===== src/rtl/mem_cdb_wb_queue.sv =====
// MEM-port writeback queue for the common data bus: in-order FIFO of completed MEM
// writebacks, head presented on *_MEM_CDB and held until a cycle without an ALU write.
module mem_cdb_wb_queue #(
   parameter int DEPTH = 4,
   parameter int PTR_W = 2
) (
   input  logic           clk,
   input  logic           rst,
   input  logic           Valid_MEM_WB,
   input  logic           RegWrite_MEM_WB,
   input  logic [2:0]     WarpID_MEM_WB,
   input  logic [4:0]     Dst_MEM_WB,
   input  logic [255:0]   Dst_Data_MEM_WB,
   input  logic [31:0]    Instr_MEM_WB,
   input  logic [7:0]     ActiveMask_MEM_WB,
   input  logic [1:0]     ScbID_MEM_WB,
   input  logic           RegWrite_ALU_CDB,
   output logic           Stall_WB_MEM,
   output logic           RegWrite_MEM_CDB,
   output logic [2:0]     WarpID_MEM_CDB,
   output logic [4:0]     Dst_MEM_CDB,
   output logic [255:0]   Dst_Data_MEM_CDB,
   output logic [31:0]    Instr_MEM_CDB,
   output logic [7:0]     ActiveMask_MEM_CDB,
   output logic [1:0]     Clear_ScbID_MEM_CDB,
   output logic [PTR_W:0] Count_WBQ,
   output logic           Overflow_WBQ
);

   typedef struct packed {
      logic [2:0]   warp;
      logic [4:0]   dst;
      logic [255:0] data;
      logic [31:0]  instr;
      logic [7:0]   mask;
      logic [1:0]   scb;
   } entry_t;

   localparam logic [PTR_W:0]   FULL_CNT = (PTR_W + 1)'(DEPTH);
   localparam logic [PTR_W:0]   CNT_ONE  = 1;
   localparam logic [PTR_W-1:0] PTR_ONE  = 1;

   entry_t           mem_q [DEPTH];
   entry_t           mem_d [DEPTH];
   logic [DEPTH-1:0] vld_q, vld_d;
   logic [PTR_W-1:0] wr_ptr_q, wr_ptr_d;
   logic [PTR_W-1:0] rd_ptr_q, rd_ptr_d;
   logic [PTR_W:0]   count_q, count_d;
   logic             overflow_q, overflow_d;

   logic   full, req, push, pop;
   entry_t wr_entry, head;

   always_comb begin
      mem_d      = mem_q;
      vld_d      = vld_q;
      wr_ptr_d   = wr_ptr_q;
      rd_ptr_d   = rd_ptr_q;
      count_d    = count_q;
      overflow_d = overflow_q;

      full = (count_q == FULL_CNT);
      req  = Valid_MEM_WB & RegWrite_MEM_WB;
      // A full queue refuses the push even when the head drains this same cycle.
      push = req & ~full;
      pop  = (count_q != '0) & ~RegWrite_ALU_CDB;

      wr_entry = '{warp: WarpID_MEM_WB, dst: Dst_MEM_WB, data: Dst_Data_MEM_WB,
                   instr: Instr_MEM_WB, mask: ActiveMask_MEM_WB, scb: ScbID_MEM_WB};

      if (push) begin
         mem_d[wr_ptr_q] = wr_entry;
         vld_d[wr_ptr_q] = 1'b1;
         wr_ptr_d        = wr_ptr_q + PTR_ONE;
      end
      if (pop) begin
         vld_d[rd_ptr_q] = 1'b0;
         rd_ptr_d        = rd_ptr_q + PTR_ONE;
      end

      unique case ({push, pop})
         2'b10:   count_d = count_q + CNT_ONE;
         2'b01:   count_d = count_q - CNT_ONE;
         default: count_d = count_q;
      endcase

      if (req & full) overflow_d = 1'b1;
   end

   always_ff @(posedge clk or posedge rst) begin
      if (rst) begin
         for (int unsigned i = 0; i < DEPTH; i++) mem_q[i] <= '0;
         vld_q      <= '0;
         wr_ptr_q   <= '0;
         rd_ptr_q   <= '0;
         count_q    <= '0;
         overflow_q <= 1'b0;
      end else begin
         mem_q      <= mem_d;
         vld_q      <= vld_d;
         wr_ptr_q   <= wr_ptr_d;
         rd_ptr_q   <= rd_ptr_d;
         count_q    <= count_d;
         overflow_q <= overflow_d;
      end
   end

   always_comb begin
      head = vld_q[rd_ptr_q] ? mem_q[rd_ptr_q] : '0;
   end

   assign RegWrite_MEM_CDB    = (count_q != '0);
   assign WarpID_MEM_CDB      = head.warp;
   assign Dst_MEM_CDB         = head.dst;
   assign Dst_Data_MEM_CDB    = head.data;
   assign Instr_MEM_CDB       = head.instr;
   assign ActiveMask_MEM_CDB  = head.mask;
   assign Clear_ScbID_MEM_CDB = head.scb;
   assign Stall_WB_MEM        = full;
   assign Count_WBQ           = count_q;
   assign Overflow_WBQ        = overflow_q;

endmodule

===== config.mk =====
export PLATFORM = sky130hd
export DESIGN_NAME = mem_cdb_wb_queue
export DESIGN_NICKNAME = d
export VERILOG_FILES = /design/src/rtl/mem_cdb_wb_queue.sv
export SDC_FILE = /design/constraint.sdc
export NUM_CORES = 2
export LEC_CHECK = 0
export ABC_CLOCK_PERIOD_IN_PS = 37900
export BUFFER_PORTS_ARGS = -buffer_cell sky130_fd_sc_hd__buf_2
export CORE_ASPECT_RATIO = 1.1
export CORE_MARGIN = 5
export CORE_UTILIZATION = 55
export CTS_BUF_LIST = sky130_fd_sc_hd__clkbuf_8
export DETAILED_ROUTE_END_ITERATION = 16
export HOLD_SLACK_MARGIN = 0.15
export PLACE_DENSITY = 0.89
export SLEW_MARGIN = 20
export SYNTH_ARGS = -nofsm -noshare
export SYNTH_HDL_FRONTEND = slang
export SYNTH_SLANG_ARGS = --single-unit

===== constraint.sdc =====
create_clock -name clk -period 37.9 [get_ports clk]
set_input_delay 3.79 -clock clk [delete_from_list [all_inputs] [get_ports clk]]
set_output_delay 3.79 -clock clk [all_outputs]
set_load 0.02 [all_outputs]

==> metrics.md <==
| Metric | Value |
|---|---|
| Pre-CTS setup slack | `27600 ps` |
| Gate count of the mapped netlist | `3356` |
| TNS Setup | `0 ps` |
| Synth area leader | `dfrtp_1` |
| Clock-pin slew on the worst setup and hold paths | `60 ps` |
| Worst-Margin Slew | `1240 ps` |
| Post-DR wirelength/cell | `23.03 um` |
| Register area share after synthesis | `0.5530` |
| Die Y | `344.4 um` |
| NetSw | `2027 uW` |
| Relative slew margins | `0.1735` |
| Hold-fix buffers at CTS | `0` |
| Via count | `31624` |
| Critical path arrival | `5440 ps` |
| Commonest cells in the netlist | `dfrtp_1 (1236), mux2_2 (864), mux2_1 (314), nor2b_1 (307), mux4_2 (306)` |
| Max Slew Vio Count | `0` |
| Num CTS Buffers | `193` |
| Synth Area in Adders | `0.002371` |
| Bufs on Longest Clock Path | `3` |
| GRT Overall Usage | `0.2335` |
| Final Cycle Share | `0.2436` |
| Ratio of cells with drive above 1 in the final layout | `0.5242` |
| Final hold violations | `0` |
| Vias in the first global route | `35601` |
| RD Place Congestion | `0.7929` |
| Critical path class | `reg2out` |
| Met2 routed WL | `63200 um` |
| Final Critical Period | `9232 ps` |
| Met3 Routed Length | `7530 um` |
| WL final | `126200 um` |
| Core Box Area | `100700 um^2` |
| Routed vias/inst | `5.772` |
| Hold/Removal Path Class | `reg2reg` |
| Part of the power in registers | `0.393` |
| Post-CTS sizing | `0` |
| Critical path peak fanout | `134` |
| Ys flop type | `dfrtp_1` |
| Initial antenna violation count | `57` |
| CTS H-tree lvls | `4` |
| Mux contribution to synthesized area | `0.3741` |
| Overflow after GRT | `0` |
| Combinational family with the most area after synthesis | `multiplexers` |
| CTS root buf | `clkbuf_8` |
| Post-Synth XOR/XNOR Area | `0.0007830` |
| Comb pwr share | `0.421` |
| Sw Ratio | `0.3411` |
| Starting DRT DRC Count | `1785` |
| Area contributors post-synth | `dfrtp_1 (55%), mux2_2 (17%), mux4_2 (12%), mux2_1 (6.3%), nor2b_1 (3.4%)` |
| Crit path required time | `34110 ps` |
| Post-CTS Setup Inserts | `0` |
| Max-cap violations | `0` |
| CTS tree | `yes` |
| Startpoint Class | `flip-flop` |
| Top-count cell post-synth | `dfrtp_1` |
| Internal power | `3916 uW` |
| DRT antenna net count | `0` |
| Compound-Gate Fraction of Synth Area | `0.0007830` |
| Final setup margin | `28670 ps` |
| Initial Utilization | `0.5551` |
| Top Metal Used | `met5` |
| Pleak | `0.02799 uW` |
| Crit end category | `primary output` |
| Total clock sinks | `1236` |
| Mapped Nets | `3677` |
| FFs w/ async S/R, synth | `1.000` |
| Top Ports | `623` |
| Clock network power share | `0.187` |
| # setup viols final | `0` |
| Detailed-placement wirelength estimate | `78800 um` |
| RSZ-0062 raised after global routing | `false` |
| Synth Area in Simple Gates | `0.03553` |
| Clock Skews | `39.80 ps` |
| DRC violations left | `0` |
| PwrDens | `93.87 nW/um^2` |
| Yosys Warn Count | `0` |
| VDD IR max | `0.07102 mV` |
| WL met1 | `49550 um` |
| Number of cell rows | `122` |
| Hold Slack | `472.9 ps` |
| Pre-antenna DRT Iters | `5` |
| Port bufs | `622` |
| Cell variety after synth | `24` |
| Max Clock Freq | `108.3 MHz` |
| Fin nets | `4299` |
| R2R setup slack | `33700 ps` |
| Die Wd | `314.0 um` |
| Largest net degree at the start of global routing | `180` |
| Clock Latency Late Sink | `870 ps` |
| Post-synthesis sequential element count | `1236` |
| Die area | `108200 um^2` |
| P&R area growth vs syn | `13.20%` |
| Outcome | `completed` |
| Avg Inst Size Synth | `16.66 um^2` |
| Number of flops mapped to enable cells by yosys | `0` |
| Post-synth design cell area | `55930 um^2` |
| Post-synth top area share | `0.5530` |
| First-pass GRT wire length | `200600 um` |
## placed cells by master, fill, tap and decap left out, drive strengths merged, types with 8 or more instances in the layout
cell type / instances
buf: 666
clkbuf: 236
clkinv: 19
clkinvlp: 8
dfrtp: 1236
diode: 45
ha: 9
inv: 92
mux2: 1227
mux4: 306
nor2b: 307
## metrics by stage
step                std cells    util  area [um^2]  power, uW
finish                   5479  0.6284        63310       5943
global placement         5085  0.5887        59310       4747
detailed placement       5085  0.5887        59310       4858
floorplan                3356       -        55930       4209
CTS                      5434  0.6272        63180       5997
global route             5470  0.6282        63290       6286
## area by class of cell
class / instances / area [um^2]
Multi-Input combinational cell: 1872 / 23160
Inverter: 9 / 37.54
Timing Repair Buffer: 666 / 3555
Antenna cell: 45 / 112.6
Tap cell: 1302 / 1629
Fill cell: 6917 / 37440
Clock inverter: 113 / 624.3
Sequential cell: 1236 / 30940
Clock buffer: 236 / 3248
## state kept, by name (all words and copies together) (netlist names)
name          cells
mem_q          1224
vld_q             4
Count_WBQ         3
rd_ptr_q          2
wr_ptr_q          2
Overflow_WBQ      1
## worst max-delay path, stage by stage (launching register included)
cell and delay, ps:
dfrtp_4 770, buf_12 720, mux2i_1 330, mux2_8 690, buf_4 760, buf_4 760, nor2b_1 160, buf_2 210
## cell families (layout without fill, tap and decap cells)
family	after synthesis	in the layout
AO/OA/AOI/OAI	5	5
XOR/XNOR	5	5
flip-flops	1236	1236
AND/OR/NAND/NOR	316	316
multiplexers	1536	1536
other	0	45
buffers and inverters	248	1024
adder cells (fa/ha/maj)	10	10
## power by group through the flow
| stage | Clock, uW | Sequential, uW | Combinational (uW) |
|---|---|---|---|
| floorplan | 0 | 2240 | 1970 |
| global placement | 0 | 2300 | 2450 |
| detailed placement | 0 | 2350 | 2510 |
| CTS | 1140 | 2330 | 2530 |
| global route | 1200 | 2410 | 2670 |
| finish | 1110 | 2330 | 2500 |
## path summary, 6_finish.rpt
kind | start | to | cells past startpoint
setup / recovery | rd_ptr_q[0] | Instr_MEM_CDB[19] | 7
hold / removal | Overflow_WBQ | Overflow_WBQ | 1
setup reg to reg | Count_WBQ[2] | mem_q[3] | 6
hold reg to reg | Overflow_WBQ | Overflow_WBQ | 1
max in group asynchronous | rst | mem_q[16] | 9
min in group asynchronous | rst | mem_q[469] | 2
## per-layer routing
metal	track usage	up-vias
li1	-	13609
met4	0.1176	28
met1	0.2867	16839
met3	0.06219	303
met2	0.3864	845
met5	0	-
No activity file was read; power rests on OpenSTA's default activity.
